===== src/rtl/fanin_resp_l2_rr_buf_if.sv =====
// Response-path bundle for the L2 return fan-in: N slave-side streams in, one merged stream out.
// The slave modport is the fan-in block; the master modport is whoever drives the inputs.
interface fanin_resp_l2_rr_buf_if #(
  parameter int N_CH       = 4,
  parameter int DATA_WIDTH = 64,
  parameter int ID_WIDTH   = $clog2(N_CH)
);
  logic [N_CH*DATA_WIDTH-1:0] data_r_rdata_i;
  logic [N_CH-1:0]            data_r_valid_i;
  logic                       clear_err_i;
  logic [DATA_WIDTH-1:0]      data_r_rdata_o;
  logic                       data_r_valid_o;
  logic [ID_WIDTH-1:0]        data_r_id_o;
  logic                       busy_o;
  logic                       overflow_o;
  logic [N_CH-1:0]            overflow_ch_o;

  modport slave (
    input  data_r_rdata_i, data_r_valid_i, clear_err_i,
    output data_r_rdata_o, data_r_valid_o, data_r_id_o, busy_o, overflow_o, overflow_ch_o
  );

  modport master (
    output data_r_rdata_i, data_r_valid_i, clear_err_i,
    input  data_r_rdata_o, data_r_valid_o, data_r_id_o, busy_o, overflow_o, overflow_ch_o
  );
endinterface


===== src/rtl/fanin_resp_l2_rr_buf.sv =====
// N-channel read-response fan-in with per-channel buffering and round-robin arbitration.
// One response leaves per cycle through a registered output that also carries the source channel.
module fanin_resp_l2_rr_buf #(
  parameter int N_CH       = 4,
  parameter int DATA_WIDTH = 64,
  parameter int FIFO_DEPTH = 2,
  parameter int ID_WIDTH   = $clog2(N_CH)
) (
  input logic                   clk,
  input logic                   rst_n,
  fanin_resp_l2_rr_buf_if.slave bus
);
  localparam int PTR_W = (FIFO_DEPTH > 1) ? $clog2(FIFO_DEPTH) : 1;
  localparam int CNT_W = $clog2(FIFO_DEPTH + 1);

  logic [DATA_WIDTH-1:0] mem [N_CH][FIFO_DEPTH];
  logic [PTR_W-1:0]      rd_ptr [N_CH];
  logic [PTR_W-1:0]      wr_ptr [N_CH];
  logic [CNT_W-1:0]      count  [N_CH];
  logic [ID_WIDTH-1:0]   rr_ptr;

  logic [DATA_WIDTH-1:0] live_data [N_CH];
  logic [DATA_WIDTH-1:0] cand_data [N_CH];
  logic [N_CH-1:0]       fifo_empty, fifo_full, cand_valid;
  logic [N_CH-1:0]       pop, wr_en, drop;
  logic                  grant_any;
  logic [ID_WIDTH-1:0]   grant_id;

  function automatic logic [PTR_W-1:0] ptr_inc(input logic [PTR_W-1:0] p);
    return (p == PTR_W'(FIFO_DEPTH - 1)) ? '0 : p + 1'b1;
  endfunction

  // A buffered head always takes precedence over the live input, which keeps per-channel order.
  always_comb begin
    for (int k = 0; k < N_CH; k++) begin
      live_data[k]  = bus.data_r_rdata_i[k*DATA_WIDTH +: DATA_WIDTH];
      fifo_empty[k] = (count[k] == '0);
      fifo_full[k]  = (count[k] == CNT_W'(FIFO_DEPTH));
      cand_valid[k] = !fifo_empty[k] || bus.data_r_valid_i[k];
      cand_data[k]  = fifo_empty[k] ? live_data[k] : mem[k][rd_ptr[k]];
    end
  end

  // Scan from the farthest offset down so the channel nearest rr_ptr is the last writer and wins.
  always_comb begin
    grant_any = 1'b0;
    grant_id  = '0;
    for (int i = N_CH - 1; i >= 0; i--) begin
      int idx;
      idx = int'(rr_ptr) + i;
      if (idx >= N_CH) idx = idx - N_CH;
      if (cand_valid[idx]) begin
        grant_any = 1'b1;
        grant_id  = ID_WIDTH'(idx);
      end
    end
  end

  always_comb begin
    for (int k = 0; k < N_CH; k++) begin
      logic won, push;
      won      = grant_any && (grant_id == ID_WIDTH'(k));
      pop[k]   = won && !fifo_empty[k];
      push     = bus.data_r_valid_i[k] && !(won && fifo_empty[k]);
      drop[k]  = push && fifo_full[k] && !pop[k];
      wr_en[k] = push && !drop[k];
    end
  end

  // NOTE: the buffer storage has no reset; occupancy is tracked by the reset counters, so stale
  // contents are never read and the array can map onto plain flops or RAM.
  always_ff @(posedge clk) begin
    for (int k = 0; k < N_CH; k++) begin
      if (wr_en[k]) mem[k][wr_ptr[k]] <= live_data[k];
    end
  end

  always_ff @(posedge clk or negedge rst_n) begin
    if (!rst_n) begin
      for (int k = 0; k < N_CH; k++) begin
        rd_ptr[k] <= '0;
        wr_ptr[k] <= '0;
        count[k]  <= '0;
      end
      rr_ptr             <= '0;
      bus.data_r_valid_o <= 1'b0;
      bus.data_r_rdata_o <= '0;
      bus.data_r_id_o    <= '0;
      bus.overflow_o     <= 1'b0;
      bus.overflow_ch_o  <= '0;
    end else begin
      for (int k = 0; k < N_CH; k++) begin
        if (pop[k])   rd_ptr[k] <= ptr_inc(rd_ptr[k]);
        if (wr_en[k]) wr_ptr[k] <= ptr_inc(wr_ptr[k]);
        if (wr_en[k] && !pop[k])      count[k] <= count[k] + 1'b1;
        else if (!wr_en[k] && pop[k]) count[k] <= count[k] - 1'b1;
      end

      bus.data_r_valid_o <= grant_any;
      if (grant_any) begin
        bus.data_r_rdata_o <= cand_data[grant_id];
        bus.data_r_id_o    <= grant_id;
        rr_ptr <= (grant_id == ID_WIDTH'(N_CH - 1)) ? '0 : grant_id + 1'b1;
      end

      // A drop in the same cycle as a clear still leaves the flag set.
      bus.overflow_ch_o <= (bus.clear_err_i ? '0 : bus.overflow_ch_o) | drop;
      bus.overflow_o    <= (bus.clear_err_i ? 1'b0 : bus.overflow_o) | (|drop);
    end
  end

  assign bus.busy_o = ~&fifo_empty;

endmodule


===== src/flat_wrapper.sv =====
// flat-port wrapper written by rule: the top's interface ports become plain ports
module fanin_resp_l2_rr_buf_flat 
#(
  parameter int N_CH       = 4,
  parameter int DATA_WIDTH = 64,
  parameter int FIFO_DEPTH = 2,
  parameter int ID_WIDTH   = $clog2(N_CH)
)
  (clk, rst_n, bus_data_r_rdata_i, bus_data_r_valid_i, bus_clear_err_i, bus_data_r_rdata_o, bus_data_r_valid_o, bus_data_r_id_o, bus_busy_o, bus_overflow_o, bus_overflow_ch_o);
  fanin_resp_l2_rr_buf_if #(.N_CH(N_CH), .DATA_WIDTH(DATA_WIDTH), .ID_WIDTH(ID_WIDTH)) bus_i ();
  input logic clk;
  input logic rst_n;
  input wire logic [$bits(bus_i.data_r_rdata_i)-1:0] bus_data_r_rdata_i;
  input wire logic [$bits(bus_i.data_r_valid_i)-1:0] bus_data_r_valid_i;
  input wire logic [$bits(bus_i.clear_err_i)-1:0] bus_clear_err_i;
  output wire logic [$bits(bus_i.data_r_rdata_o)-1:0] bus_data_r_rdata_o;
  output wire logic [$bits(bus_i.data_r_valid_o)-1:0] bus_data_r_valid_o;
  output wire logic [$bits(bus_i.data_r_id_o)-1:0] bus_data_r_id_o;
  output wire logic [$bits(bus_i.busy_o)-1:0] bus_busy_o;
  output wire logic [$bits(bus_i.overflow_o)-1:0] bus_overflow_o;
  output wire logic [$bits(bus_i.overflow_ch_o)-1:0] bus_overflow_ch_o;
  assign bus_i.data_r_rdata_i = bus_data_r_rdata_i;
  assign bus_i.data_r_valid_i = bus_data_r_valid_i;
  assign bus_i.clear_err_i = bus_clear_err_i;
  assign bus_data_r_rdata_o = bus_i.data_r_rdata_o;
  assign bus_data_r_valid_o = bus_i.data_r_valid_o;
  assign bus_data_r_id_o = bus_i.data_r_id_o;
  assign bus_busy_o = bus_i.busy_o;
  assign bus_overflow_o = bus_i.overflow_o;
  assign bus_overflow_ch_o = bus_i.overflow_ch_o;
  fanin_resp_l2_rr_buf #(.N_CH(N_CH), .DATA_WIDTH(DATA_WIDTH), .FIFO_DEPTH(FIFO_DEPTH), .ID_WIDTH(ID_WIDTH)) u_core (.clk(clk), .rst_n(rst_n), .bus(bus_i));
endmodule

===== config.mk =====
export PLATFORM = sky130hd
export DESIGN_NAME = fanin_resp_l2_rr_buf_flat
export DESIGN_NICKNAME = d
export VERILOG_FILES = /design/src/rtl/fanin_resp_l2_rr_buf_if.sv /design/src/rtl/fanin_resp_l2_rr_buf.sv /design/src/flat_wrapper.sv
export SDC_FILE = /design/constraint.sdc
export NUM_CORES = 1
export LEC_CHECK = 0
export ABC_AREA = 1
export CELL_PAD_IN_SITES_DETAIL_PLACEMENT = 1
export CELL_PAD_IN_SITES_GLOBAL_PLACEMENT = 1
export CORE_MARGIN = 4
export CORE_UTILIZATION = 39
export CTS_CLUSTER_DIAMETER = 120
export DETAILED_ROUTE_END_ITERATION = 10
export PLACE_DENSITY = 0.78
export SKIP_CTS_REPAIR_TIMING = 1
export SYNTH_ARGS = -nofsm -noshare
export SYNTH_HDL_FRONTEND = slang
export SYNTH_SLANG_ARGS = --single-unit

===== constraint.sdc =====
create_clock -name clk -period 5.7 [get_ports clk]
set_input_delay 0.57 -clock clk [delete_from_list [all_inputs] [get_ports clk]]
set_output_delay 0.57 -clock clk [all_outputs]
set_load 0.01 [all_outputs]

==> flow_summary.json <==
{
  "status": "finished, violations left",
  "violations": "negative hold slack",
  "placed_cells": 3607,
  "start_util": 0.396,
  "critPathBufInv": 3,
  "power_frac_seq": 0.326,
  "final_area_um2": 32400,
  "cts_buffers": 66,
  "ys_seq_area_frac": 0.673,
  "synth_top_area_cell": "edfxtp_1",
  "p_leak_nw": 12.3,
  "grtUsageTotal": 0.258,
  "p_clk_frac": 0.195,
  "viasPerCell": 5.65,
  "first_global_vias": 22000,
  "timing.hold.ws_ns": -0.0164,
  "netlist.area_leader.share": 0.587,
  "drc": 0,
  "setup_ws_ns": 1.44,
  "drt_iter0_markers": 2239,
  "fin_setup_tns_ns": 0,
  "timing.final.crit_share": 0.747,
  "wl_met2_mm": 44.7,
  "synth_seq_cells": 602,
  "ys_async_sr_fraction": 0.150,
  "fillers": 7251,
  "yosysUniqueCellTypes": 29,
  "yosysMostFrequentCell": "nand2_1",
  "worst_slew_pin_slew_ns": 1.19,
  "slowest_stage": "inv_2",
  "grt_pass1_wl_mm": 138,
  "netlist_area_um2": 26200,
  "critPathMaxFanout": 57,
  "setup.worst_path.start": "u_core.count[0]$_DFFE_PN0P_",
  "grt_max_degree": 93,
  "slew_headroom": 0.208,
  "antenna_found_initial": 27,
  "routabilityCongestion": 0.886,
  "core_um2": 66100,
  "critical_path.most_common_cell": "nand3_1",
  "ir_worst_vdd_mv": 0.523,
  "setup_violations": 0,
  "synthTopCellsByArea": "edfxtp_1 (59%), nand2_1 (13%), dfrtp_1 (8.6%)",
  "port_buffers": 335,
  "synth_nets": 2811,
  "period_needed_ns": 4.26,
  "firstDrtPassIters": 6,
  "dp_hpwl_mm": 63.8,
  "rows": 94,
  "clkTransAtPathRegs_ns": 0.06,
  "synthCells": 2543,
  "dr.max_layer_used": "met5",
  "p_int_mw": 11.9,
  "layout.cells.non_filler": 3747,
  "h-tree-depth": 3,
  "avgSynthCellArea_um2": 10.3,
  "nets": 3079,
  "place_area_um2": 30300,
  "path_class": "flip-flop to flip-flop",
  "die_area_um2": 71300,
  "clock_skew_ns": 0.0242,
  "met3_length_mm": 8.64,
  "cellPowerDensity_nw_per_um2": 664,
  "setup.worst_path.start_class": "flip-flop",
  "hold_path_class": "input pin to async pin",
  "cp_cell_sequence": "nor2_4, buf_4, nand3_1, nand3_1, nand2_1, nand3_1, nand2_1, nand2_4, nand2_4, o21ai_1, nand4_1, inv_2, buf_12",
  "end_kind": "flip-flop",
  "syn_to_final_growth_pct": 23.9,
  "p_sw_mw": 9.69,
  "combPwrFrac": 0.479,
  "ant_nets": 0,
  "synth_top_flop_cell": "edfxtp_1",
  "grt_overflow": 0,
  "rsz0062_at_grt": "false",
  "swShare": 0.450,
  "wl_met1_mm": 37.2,
  "p_total_mw": 21.5,
  "yosysWarnings": 0,
  "hold_viol_final": 9,
  "preCtsSetupSlack_ns": 1.24,
  "die_x_um": 267,
  "clock_path_buffers": 3,
  "fp.dieH_um": 267,
  "critPathRequiredTime_ns": 5.98,
  "wire_per_inst_um": 25.2,
  "cts.sinks": 602,
  "clock_latency_ns": 0.61,
  "regToRegStartpoint": "u_core.count[0]$_DFFE_PN0P_",
  "crit_family": "simple AND/OR/NAND/NOR gates",
  "drv_slew": 0,
  "root_buffer": "clkbuf_16",
  "arrival_ns": 4.53,
  "drt_wl_total_mm": 94.4,
  "slowest_delay_ns": 0.58,
  "fmax_mhz": 235,
  "tritoncts": "done",
  "vias": 21200,
  "pin_count": 336,
  "final_layout_size_suffix_gt1_frac": 0.0573,
  "cap_violations": 0,
  "netlist_top_cells_count": "nand2_1 (878), edfxtp_1 (512), nand3_1 (362), a21oi_1 (262), o21ai_0 (135)",
  "synth_edf_count": 512
}
==> flip-flops by register name, indices dropped and copies added (netlist names) <==
register / count
u_core.wr_ptr: 4
u_core.bus.overflow_o: 1
u_core.mem: 512
u_core.bus.data_r_id_o: 2
u_core.bus.data_r_valid_o: 1
u_core.rr_ptr: 2
u_core.rd_ptr: 4
u_core.bus.data_r_rdata_o: 64
u_core.count: 8
u_core.bus.overflow_ch_o: 4
==> power groups by stage <==
stage | Combinational [mW] | Clock [mW] | Sequential, mW
final | 10.3 | 4.19 | 7.03
after global routing | 11.3 | 4.43 | 7.11
after CTS | 10.3 | 4.24 | 7.02
after detailed placement | 10.2 | 0 | 7.08
after global placement | 9.78 | 0 | 7.01
after floorplan | 6.14 | 0 | 7.03
==> layout by cell type (no fill, tap or decap), types with 5 or more instances in the layout <==
cell / Yosys / final
nand3_1: 362 / 362
buf_4: 6 / 37
clkbuf_16: 0 / 67
inv_2: 3 / 8
o21ai_0: 135 / 135
nand2_1: 878 / 876
clkinv_1: 1 / 9
clkdlybuf4s50_1: 0 / 334
a21oi_1: 262 / 262
edfxtp_1: 512 / 512
inv_1: 33 / 24
dfrtp_1: 90 / 86
clkbuf_1: 118 / 20
nor2_4: 1 / 8
xnor2_1: 5 / 5
nor2_1: 35 / 30
nand4_1: 6 / 6
ha_1: 5 / 5
diode_2: 0 / 19
clkinv_2: 0 / 15
xor2_1: 7 / 7
o211ai_1: 21 / 21
==> kinds of logic after synthesis <==
family,synth area share
compound gates,0.0826
xor+xnor,0.00402
flops,0.673
fa+ha+maj,0.00239
buf+inv,0.0327
simple gates,0.205
==> worst register-to-register path, stage by stage (launching register included) <==
cell and delay (ns):
dfrtp_1 0.46, nor2_4 0.12, buf_4 0.42, nand3_1 0.18
nand3_1 0.17, nand2_1 0.13, nand3_1 0.17, nand2_1 0.11
nand2_4 0.08, nand2_4 0.36, o21ai_1 0.53, nand4_1 0.26
inv_2 0.58, buf_12 0.34
==> metal layers <==
metal,up-vias,GRT usage
li1,9418,-
met1,10600,0.338
met2,916,0.411
met3,185,0.0670
met4,16,0.112
met5,-,0
==> final cells by class <==
class | instances | area (um^2) | share of cell area
antenna | 19 | 47.5 | 0.00147
clock buffer | 89 | 1780 | 0.0549
clock inverter | 32 | 295 | 0.00910
inverter | 37 | 144 | 0.00444
multi-input combinational | 1730 | 7770 | 0.240
sequential | 602 | 17600 | 0.544
tap | 864 | 1080 | 0.0333
timing repair buffer | 374 | 3680 | 0.113
==> final timing paths <==
kind                                                              to  slack (ns)  cells past startpoint
setup / recovery                         u_core.mem[1][73]$_DFFE_PP_        1.44                     13
hold / removal             u_core.bus.data_r_rdata_o[17]$_DFFE_PN0N_       -0.02                      1
setup reg to reg                         u_core.mem[1][73]$_DFFE_PP_        1.44                     13
hold reg to reg                         u_core.wr_ptr[2]$_DFFE_PN0N_        0.49                      2
max in group asynchronous               u_core.rd_ptr[3]$_DFFE_PN0P_        4.40                      2
min in group clk                        u_core.wr_ptr[2]$_DFFE_PN0N_        0.49                      2
==> stage by stage <==
step / hold slack (ns) / utilization
2_1_floorplan: 0.274 / -
3_3_place_gp: 0.457 / 0.459
5_1_grt: 0.00725 / 0.490
4_1_cts: -0.0309 / 0.490
6_report: -0.0164 / 0.491
3_5_place_dp: 0.467 / 0.459
No activity file was read; power rests on OpenSTA's default activity.
